`src/rtl/if_axi_pkg.sv`:
```
`default_nettype none
// ============================================================================
// Module   : if_axi_pkg
// Brief    : Shared fetch FSM state encoding and AXI4 read-channel constants.
// Revision : 1.0 - initial release
// ============================================================================
package if_axi_pkg;

    typedef enum logic [2:0] {
        IDLE = 3'd0,
        ADDR = 3'd1,
        DATA = 3'd2,
        DROP = 3'd3,
        DONE = 3'd4
    } fetch_state_t;

    localparam logic [1:0] BURST_INCR = 2'b01;
    localparam logic [2:0] SIZE_4B    = 3'b010;
    localparam logic [1:0] RESP_OKAY  = 2'b00;

endpackage
`default_nettype wire

```
`src/rtl/if_fetch_ctrl.sv`:
```
`default_nettype none
// ============================================================================
// Module   : if_fetch_ctrl
// Brief    : IF-stage instruction fetch sequencer over AXI4 AR/R channels,
//            single outstanding read, flush-safe response draining.
// Revision : 1.0 - initial release
// ============================================================================
module if_fetch_ctrl
    import if_axi_pkg::*;
#(
    parameter int ADDR_W    = 32,
    parameter int DATA_W    = 32,
    parameter int ID_W      = 4,
    parameter int MASTER_ID = 0
) (
    input  logic              clk,
    input  logic              rst,
    input  logic              fetch_req,
    input  logic [ADDR_W-1:0] fetch_addr,
    input  logic              flush,
    output logic              if_stall,
    output logic [DATA_W-1:0] instr_out,
    output logic              instr_valid,
    output logic              fetch_err,
    output logic [ID_W-1:0]   ARID,
    output logic [ADDR_W-1:0] ARADDR,
    output logic [7:0]        ARLEN,
    output logic [2:0]        ARSIZE,
    output logic [1:0]        ARBURST,
    output logic              ARVALID,
    input  logic              ARREADY,
    input  logic [ID_W-1:0]   RID,
    input  logic [DATA_W-1:0] RDATA,
    input  logic [1:0]        RRESP,
    input  logic              RLAST,
    input  logic              RVALID,
    output logic              RREADY
);

    fetch_state_t      r_state;
    logic              r_drop;
    logic              r_err_q;
    logic              r_arvalid;
    logic              r_rready;
    logic [ADDR_W-1:0] r_araddr;
    logic [DATA_W-1:0] r_instr;

    logic              w_ar_hs;
    logic              w_r_last_hs;
    logic              w_unused;

    assign w_ar_hs     = r_arvalid && ARREADY;
    assign w_r_last_hs = RVALID && r_rready && RLAST;
    // Only one read is ever outstanding, so the returned ID carries no information.
    assign w_unused    = ^RID;

    always_ff @(posedge clk or posedge rst) begin
        if (rst) begin
            r_state   <= IDLE;
            r_drop    <= 1'b0;
            r_err_q   <= 1'b0;
            r_arvalid <= 1'b0;
            r_rready  <= 1'b0;
            r_araddr  <= '0;
            r_instr   <= '0;
        end else begin
            case (r_state)
                IDLE: begin
                    if (fetch_req) begin
                        r_araddr  <= fetch_addr;
                        r_arvalid <= 1'b1;
                        r_state   <= ADDR;
                    end
                end
                ADDR: begin
                    // AR cannot be withdrawn once raised; a flush is remembered instead.
                    if (w_ar_hs) begin
                        r_arvalid <= 1'b0;
                        r_rready  <= 1'b1;
                        r_state   <= (r_drop || flush) ? DROP : DATA;
                    end else if (flush) begin
                        r_drop <= 1'b1;
                    end
                end
                DATA: begin
                    if (w_r_last_hs) begin
                        r_rready <= 1'b0;
                        if (flush) begin
                            r_state <= IDLE;
                        end else begin
                            r_instr <= RDATA;
                            r_err_q <= (RRESP != RESP_OKAY);
                            r_state <= DONE;
                        end
                    end else if (flush) begin
                        r_state <= DROP;
                    end
                end
                DROP: begin
                    if (RVALID && RLAST) begin
                        r_rready <= 1'b0;
                        r_drop   <= 1'b0;
                        r_state  <= IDLE;
                    end
                end
                DONE: begin
                    r_state <= IDLE;
                end
                default: begin
                    r_state   <= IDLE;
                    r_arvalid <= 1'b0;
                    r_rready  <= 1'b0;
                    r_drop    <= 1'b0;
                end
            endcase
        end
    end

    // Stall drops in DONE so the PC advances in the same cycle the word is delivered.
    assign if_stall    = ((r_state == IDLE) && fetch_req) ||
                         (r_state == ADDR) || (r_state == DATA) || (r_state == DROP);
    assign instr_valid = (r_state == DONE) && !flush;
    assign fetch_err   = instr_valid && r_err_q;
    assign instr_out   = r_instr;

    assign ARID    = ID_W'(MASTER_ID);
    assign ARADDR  = r_araddr;
    assign ARLEN   = 8'd0;
    assign ARSIZE  = SIZE_4B;
    assign ARBURST = BURST_INCR;
    assign ARVALID = r_arvalid;
    assign RREADY  = r_rready;

endmodule
`default_nettype wire

```
`config.mk`:
```
export PLATFORM = sky130hd
export DESIGN_NAME = if_fetch_ctrl
export DESIGN_NICKNAME = d
export VERILOG_FILES = /design/src/rtl/if_axi_pkg.sv /design/src/rtl/if_fetch_ctrl.sv
export SDC_FILE = /design/constraint.sdc
export NUM_CORES = 1
export LEC_CHECK = 0
export ABC_AREA = 1
export CORE_UTILIZATION = 42
export CTS_CLUSTER_SIZE = 16
export DETAILED_ROUTE_END_ITERATION = 10
export GPL_ROUTABILITY_DRIVEN = 0
export PLACE_DENSITY = 0.95
export SYNTH_ARGS = -nofsm -noshare
export SYNTH_HDL_FRONTEND = slang
export SYNTH_SLANG_ARGS = --single-unit
```
`constraint.sdc`:
```
create_clock -name clk -period 6.14 [get_ports clk]
set_input_delay 0.921 -clock clk [delete_from_list [all_inputs] [get_ports clk]]
set_output_delay 0.921 -clock clk [all_outputs]
set_load 0.05 [all_outputs]
```
==> impl_metrics.toml, run 1 <==
[status]
status = "finished, final reports clean"

[pwr]
powerDensity_nw_per_um2 = 527
p_total_w = 0.00243
peakVddDrop_uv = 247
p_leak_nw = 2.32

[layout]
finish.utilization_pct = 67.1
multiInputGateArea_um2 = 1060
final_common_cell = "nand2_1"
ff_latch_area_um2 = 1780
mostFrequentLayoutCells = "nand2_1, clkdlybuf4s50_1, dfrtp_1, nand3_1, conb_1"
finish.instance_area_um2 = 4610
drive_above_1_share_pct = 4.43
diodes = 0
area_growth_pct = 52.4
layout.nets = 570
nFillCells = 524

[critical_path]
critPathLaunchType = "primary input"
crit_path_max_incr_delay_ns = 0.81
r2r_slack_ns = 3.64
end_kind = "output pin"
required_ns = 5.22
cp.arrival_ns = 2.74
r2r_end = "instr_out[24]"
r2r_start = "r_state[0]"
rr_worst_depth = 5
slowest_stage = "clkdlybuf4s50_1"
crit_chain = "clkdlybuf4s50_1 -> buf_4 -> nor2_1 -> nor2_1 -> clkdlybuf4s50_1"
cp_max_fo = 35
crit_path_start = "fetch_req"
path_class = "in -> out"

[placement]
dp_hpwl_um = 5310
place_ws_ns = 2.50
postPlaceCellArea_um2 = 4430
io_buffers = 141

[drt]
met2WireLength_um = 3630
firstDrtPassIters = 4
post-route-drc-count = 0
vias_per_cell = 4.69
vias = 2784
top_layer = "met4"
drtIter0Drc = 162
finalWirelength_um = 7520
routedWlPerCell_um = 12.7
drtAntennaViolNets = 0
routedLengthMet1_um = 3040
dr_wl_met3_um = 795

[synthesis]
synth_area_per_cell_um2 = 8.49
syn_inst = 356
synth_xor_xnor_area_share_pct = 0
yosysWarningCount = 0
ys_ff_latch = 71
synth_top_family_by_area = "simple AND/OR/NAND/NOR gates"
syn_area_um2 = 3020
yosys-mux-area-fraction_pct = 0
synth_compound_area_share_pct = 1.90
synthSimpleGateAreaFrac_pct = 31.2
synth_fa_ha_area_share_pct = 0
synthDistinctLibCells = 18
synth-seq-area-share_pct = 58.8

[sta]
slew_viol_final = 0
fmax_ghz = 0.273
hold_viol = 0
post-route-period-util_pct = 59.6
finalClockSkew_ns = 0.00964
fin_crit_ns = 3.66
worst_slew_pin_slew_ns = 1.21
rsz0062_at_grt = "no"
setup_viol = 0
timing.final.ws_setup_ns = 2.48
finalSetupTns_ns = 0
slew_headroom_pct = 19.0

[floorplan]
dieWidth_um = 86.9
die_h_um = 86.9
core-area_um2 = 6870
row_count = 30
dieArea_um2 = 7540
initial_utilization_pct = 44.0
ios = 163

[min_path]
hold_start = "ARADDR[21]"
min-delay-path-class = "reg -> reg"
min_to = "ARADDR[21]"
holdPathStages = 2

[cts]
tritoncts = "built"
numCtsBuffers = 9
root_buffer = "clkbuf_8"
clockBufferDepth = 2
clkSinkCount = 71
clkSlewWorstSetupHoldPaths_ns = 0.06
insertion_delay_ns = 0.33
cts_resized = 0
cts_hold_buf = 0
post_cts_buffers = 0
cts_max_level = 3

[grt]
grt_pass1_wl_um = 12300
antenna_found_initial = 0
grt.overflow.total = 0
grt_max_degree = 72
grt_pass1_vias = 2673
grt_use_total_pct = 20.9

[job]
max-cap-violations = 0
-- registers in the layout (all words and copies together), names as in the netlist --
register and cells:
r_err_q 1, instr_out 32, r_drop 1, RREADY 1
r_state 3, ARVALID 1, ARADDR 32
-- layout make-up --
cell class	count	share of cell area [%]
well taps	96	2.61
clock inverters	5	1.09
flip-flops and latches	71	38.5
repair buffers	144	31.1
inverters	10	0.814
clock buffers	10	2.77
multi-input cells	257	23.1
-- per-stage QoR --
stage / hold slack (ns) / cells
final: 0.470 / 593
after CTS: 0.474 / 593
after detailed placement: 0.457 / 578
after floorplan: 0.463 / 371
after global routing: 0.488 / 593
after global placement: 0.452 / 578
-- kinds of logic after synthesis --
logic type,count (synthesis)
AND/OR/NAND/NOR,230
flip-flops,71
buffers and inverters,43
AO/OA/AOI/OAI,10
other,2
-- power breakdown --
part           leakage, nW  switching (W)  internal (W)
combinational         1.30       0.000911      0.000425
clock               0.0957       0.000160      0.000183
sequential           0.927       0.000106      0.000644
total                 2.32        0.00118       0.00125
-- cell usage after synthesis --
cell type | instances | area (um^2)
a31oi_1 | 1 | 6.26
clkbuf_1 | 4 | 15.0
o21ai_0 | 6 | 30.0
nand3b_4 | 1 | 20.0
dfrtp_1 | 71 | 1780
inv_2 | 2 | 7.51
buf_2 | 12 | 60.1
nor3_4 | 1 | 16.3
o22ai_1 | 1 | 6.26
a21boi_0 | 2 | 15.0
nand2_1 | 175 | 657
inv_1 | 8 | 30.0
nor2_1 | 14 | 52.6
buf_4 | 17 | 128
nand4_1 | 1 | 6.26
conb_1 | 2 | 7.51
nor3_1 | 1 | 5.00
nand3_1 | 37 | 185
-- worst max-delay path, delay by kind of cell --
| kind | cells | cell delay, ns |
|---|---|---|
| buffers and inverters | 3 | 1.61 |
| AND/OR/NAND/NOR | 2 | 0.20 |
-- metal layers --
metal | up-vias | track usage, %
li1 | 1342 | -
met1 | 1294 | 24.9
met2 | 140 | 35.9
met3 | 8 | 7.96
met4 | 0 | 5.00
met5 | - | 0
-- worst max path at each step --
| stage | depth (start not counted) | end | slack (ns) |
|---|---|---|---|
| floorplan | 1 | fetch_err | 3.22 |
| global placement | 5 | if_stall | 2.51 |
| detailed placement | 5 | if_stall | 2.50 |
| CTS | 5 | if_stall | 2.49 |
| global route | 5 | if_stall | 2.44 |
| finish | 5 | if_stall | 2.48 |
Power figures use the tool's default switching activity.
==> run 2: changes to the inputs <==
--- a/config.mk
+++ b/config.mk
@@ -6,11 +6,11 @@
 export NUM_CORES = 1
 export LEC_CHECK = 0
 export ABC_AREA = 1
-export CORE_UTILIZATION = 42
+export CORE_UTILIZATION = 39
 export CTS_CLUSTER_SIZE = 16
 export DETAILED_ROUTE_END_ITERATION = 10
 export GPL_ROUTABILITY_DRIVEN = 0
-export PLACE_DENSITY = 0.95
+export PLACE_DENSITY = 0.9
 export SYNTH_ARGS = -nofsm -noshare
 export SYNTH_HDL_FRONTEND = slang
 export SYNTH_SLANG_ARGS = --single-unit
==> constraint.sdc (replaced) <==
create_clock -name clk -period 3.72 [get_ports clk]
set_input_delay 0.558 -clock clk [delete_from_list [all_inputs] [get_ports clk]]
set_output_delay 0.558 -clock clk [all_outputs]
set_load 0.05 [all_outputs]
==> impl_metrics.toml, run 2 (synthesis results as in run 1) <==
[layout]
finish.instance_area_um2 = 4590
nFillCells = 603
mostFrequentLayoutCells = "nand2_1, clkdlybuf4s50_1, dfrtp_1, nand3_1, conb_1"
diodes = 0
layout.nets = 571
drive_above_1_share_pct = 4.23
final_common_cell = "nand2_1"
area_growth_pct = 51.9

[pwr]
p_leak_nw = 2.31
powerDensity_nw_per_um2 = 856
peakVddDrop_uv = 381

[grt]
antenna_found_initial = 0
grt.overflow.total = 0
grt_max_degree = 72
grt_use_total_pct = 19.5
grt_pass1_wl_um = 12700
grt_pass1_vias = 2740

[sta]
finalSetupTns_ns = 0
rsz0062_at_grt = "no"
fin_crit_ns = 2.76
worst_slew_pin_slew_ns = 1.06
timing.hold.ws_ns = 0.470
fmax_ghz = 0.362
post-route-period-util_pct = 74.2
setup_viol = 0
slew_headroom_pct = 29.5
finalClockSkew_ns = 0.00603
hold_viol = 0
slew_viol_final = 0

[critical_path]
slowest_stage = "clkdlybuf4s50_1"
cp_common_cell = "clkdlybuf4s50_1"
crit_chain = "clkdlybuf4s50_1 -> nor3_1 -> clkdlybuf4s50_1"
cp.arrival_ns = 2.20
path_delay_family = "buffers and inverters"
required_ns = 3.16
end_kind = "output pin"
crit_buf_inv = 2
path_class = "in -> out"
crit_path_max_incr_delay_ns = 0.86
cp_max_fo = 6
critPathLaunchType = "primary input"

[floorplan]
die_h_um = 90.1
core-area_um2 = 7370
row_count = 31
dieArea_um2 = 8110
initial_utilization_pct = 41.0
dieWidth_um = 90.1
ios = 163

[cts]
cts_resized = 0
tritoncts = "built"
clkSlewWorstSetupHoldPaths_ns = 0.07
cts_max_level = 3
root_buffer = "clkbuf_8"
numCtsBuffers = 9
clkSinkCount = 71
clockBufferDepth = 2
insertion_delay_ns = 0.33
cts_hold_buf = 0
post_cts_buffers = 0

[drt]
finalWirelength_um = 7400
post-route-drc-count = 0
vias_per_cell = 4.71
drtIter0Drc = 167
vias = 2804
firstDrtPassIters = 4
routedWlPerCell_um = 12.4
drtAntennaViolNets = 0

[placement]
dp_hpwl_um = 5180
io_buffers = 141
postPlaceCellArea_um2 = 4440

[status]
status = "finished, final reports clean"

[min_path]
min-delay-path-class = "reg -> reg"

[job]
max-cap-violations = 0
[run 2: cell count changes in the layout (fill, tap and decap cells not counted)]
cell	delta
clkinv_2	-2
bufinv_16	-1
buf_4	+1
clkbuf_8	+1
[run 2: final timing paths]
kind	slack (ns)	startpoint	cells past startpoint	endpoint
worst max-delay path	0.96	flush	3	fetch_err
worst min-delay path	0.47	ARADDR[30]	2	ARADDR[30]
worst max register to register	1.38	r_state[1]	7	ARADDR[21]
worst min register to register	0.47	ARADDR[30]	2	ARADDR[30]
max in group asynchronous	2.35	rst	3	r_drop
min in group asynchronous	0.81	rst	3	instr_out[25]
[run 2: final cells by class]
type / instances / area [um^2] / area share (%)
well taps: 99 / 124 / 2.70
clock inverters: 2 / 10.0 / 0.218
inverters: 10 / 37.5 / 0.817
flip-flops and latches: 71 / 1780 / 38.7
clock buffers: 11 / 141 / 3.08
multi-input cells: 257 / 1060 / 23.1
repair buffers: 145 / 1440 / 31.4
[run 2: routing by layer]
metal  up-vias  GRT usage (%)  wire [um]
met2       160           31.4       3420
met5         -              0          0
met3        15           6.01        764
met1      1287           24.4       3080
met4         0           7.80        141
li1       1342              -          -
[run 2: per-stage QoR]
stage	worst slack, ns	total power (W)	std cells	utilization [%]
2_1_floorplan	1.37	0.00270	371	-
3_3_place_gp	1.04	0.00340	582	60.3
3_5_place_dp	0.959	0.00345	582	60.3
4_1_cts	0.958	0.00396	595	62.3
5_1_grt	0.899	0.00416	595	62.3
6_report	0.961	0.00394	595	62.3
[run 2: tightest hold or removal path, cell delays in order (launching register included)]
cell,delay (ns)
dfrtp_1,0.34
nand2_1,0.05
nand2_1,0.05
[run 2: where the power goes]
part           switching, W  leakage [nW]  internal, W
combinational       0.00150          1.30     0.000703
clock              0.000255        0.0809     0.000247
sequential         0.000167         0.927      0.00106
==> run 3: changes to the inputs <==
--- a/config.mk
+++ b/config.mk
@@ -6,11 +6,11 @@
 export NUM_CORES = 1
 export LEC_CHECK = 0
 export ABC_AREA = 1
-export CORE_UTILIZATION = 39
+export CORE_UTILIZATION = 35
 export CTS_CLUSTER_SIZE = 16
 export DETAILED_ROUTE_END_ITERATION = 10
 export GPL_ROUTABILITY_DRIVEN = 0
-export PLACE_DENSITY = 0.9
+export PLACE_DENSITY = 0.86
 export SYNTH_ARGS = -nofsm -noshare
 export SYNTH_HDL_FRONTEND = slang
 export SYNTH_SLANG_ARGS = --single-unit
==> constraint.sdc (replaced) <==
create_clock -name clk -period 2.5 [get_ports clk]
set_input_delay 0.375 -clock clk [delete_from_list [all_inputs] [get_ports clk]]
set_output_delay 0.375 -clock clk [all_outputs]
set_load 0.05 [all_outputs]
==> impl_metrics.toml, run 3 (synthesis results as in run 1) <==
[cts]
tritoncts = "built"
root_buffer = "clkbuf_8"
cts_hold_buf = 0
clkSinkCount = 71
insertion_delay_ns = 0.33
cts_max_level = 3
post_cts_buffers = 0
numCtsBuffers = 9
clockBufferDepth = 2
clkSlewWorstSetupHoldPaths_ns = 0.07
cts_resized = 0

[layout]
mostFrequentLayoutCells = "nand2_1, clkdlybuf4s50_1, dfrtp_1, nand3_1, conb_1"
layout.nets = 574
drive_above_1_share_pct = 5.99
finish.instance_area_um2 = 4710
area_growth_pct = 55.8
final_common_cell = "nand2_1"
diodes = 0

[sta]
fmax_ghz = 0.507
slew_headroom_pct = 64.8
worst_slew_pin_slew_ns = 0.526
hold_viol = 0
fin_crit_ns = 1.97
rsz0062_at_grt = "no"
post-route-period-util_pct = 79.0
finalSetupTns_ns = 0
slew_viol_final = 0
setup_viol = 0
timing.final.ws_setup_ns = 0.526
finalClockSkew_ns = 0.00960

[grt]
grt_use_total_pct = 16.9
grt.overflow.total = 0
grt_pass1_vias = 2746
grt_pass1_wl_um = 11800
antenna_found_initial = 0
grt_max_degree = 72

[pwr]
p_leak_nw = 2.36
powerDensity_nw_per_um2 = 1300
peakVddDrop_uv = 691
p_total_w = 0.00613

[drt]
vias = 2819
post-route-drc-count = 0
finalWirelength_um = 7530
vias_per_cell = 4.65
met2WireLength_um = 3590
routedLengthMet1_um = 2970
firstDrtPassIters = 5
drtAntennaViolNets = 0
dr_wl_met3_um = 820
top_layer = "met4"
routedWlPerCell_um = 12.4
drtIter0Drc = 95

[critical_path]
cp_max_fo = 4
path_class = "reg -> out"
end_kind = "output pin"
crit_chain = "clkdlybuf4s50_1"
cp.arrival_ns = 1.60
critPathLaunchType = "flop"
slowest_stage = "clkdlybuf4s50_1"
crit_path_max_incr_delay_ns = 0.85
path_delay_family = "buffers and inverters"
required_ns = 2.12
crit_buf_inv = 1

[floorplan]
dieArea_um2 = 9020
row_count = 33
dieWidth_um = 95.0
core-area_um2 = 8300
ios = 163
die_h_um = 95.0
initial_utilization_pct = 36.4

[job]
max-cap-violations = 0

[placement]
dp_hpwl_um = 5520
io_buffers = 141
place_ws_ns = 0.555
postPlaceCellArea_um2 = 4490

[min_path]
min-delay-path-class = "in -> async"

[status]
status = "finished, final reports clean"
-- run 3: worst reg2reg max path, stage by stage (launching register included) --
cell	delay, ns
dfrtp_1	0.43
inv_2	0.12
nand3b_4	0.12
nor3_4	0.18
buf_4	0.35
o21ai_0	0.17
o21ai_0	0.10
-- run 3: where the power goes --
| group | switching (W) | total [W] | internal [W] |
|---|---|---|---|
| Clock | 0.000408 | 0.000992 | 0.000583 |
| Combinational | 0.00224 | 0.00331 | 0.00107 |
| Sequential | 0.000254 | 0.00184 | 0.00158 |
-- run 3: stage by stage --
stage | utilization [%] | hold slack [ns] | instances
floorplan | - | 0.463 | 371
global placement | 54.1 | 0.454 | 591
detailed placement | 54.1 | 0.458 | 591
CTS | 56.8 | 0.478 | 606
global route | 56.8 | 0.492 | 606
finish | 56.8 | 0.444 | 606
-- run 3: worst paths after layout --
path                                from            end  slack [ns]  depth (start not counted)
min in group clk           instr_out[27]  instr_out[27]        0.47                          2
max                              ARVALID        ARVALID        0.53                          1
max reg2reg                   r_state[2]        r_err_q        0.96                          6
max in group asynchronous            rst        r_err_q        1.71                          3
min                                  rst         RREADY        0.44                          3
min reg2reg                instr_out[27]  instr_out[27]        0.47                          2
-- run 3: cell type report --
type,count,area [um^2]
Clock inverter,5,82.6
Clock buffer,10,138
Multi-Input combinational cell,257,1060
Tap cell,105,131
Sequential cell,71,1780
Inverter,10,37.5
Fill cell,745,3590
Timing Repair Buffer,148,1480
-- run 3: routing by layer --
layer	global-route usage [%]	vias to the layer above
met1	18.5	1307
met5	0	-
met3	5.64	16
met2	30.0	147
met4	6.57	0
li1	-	1349
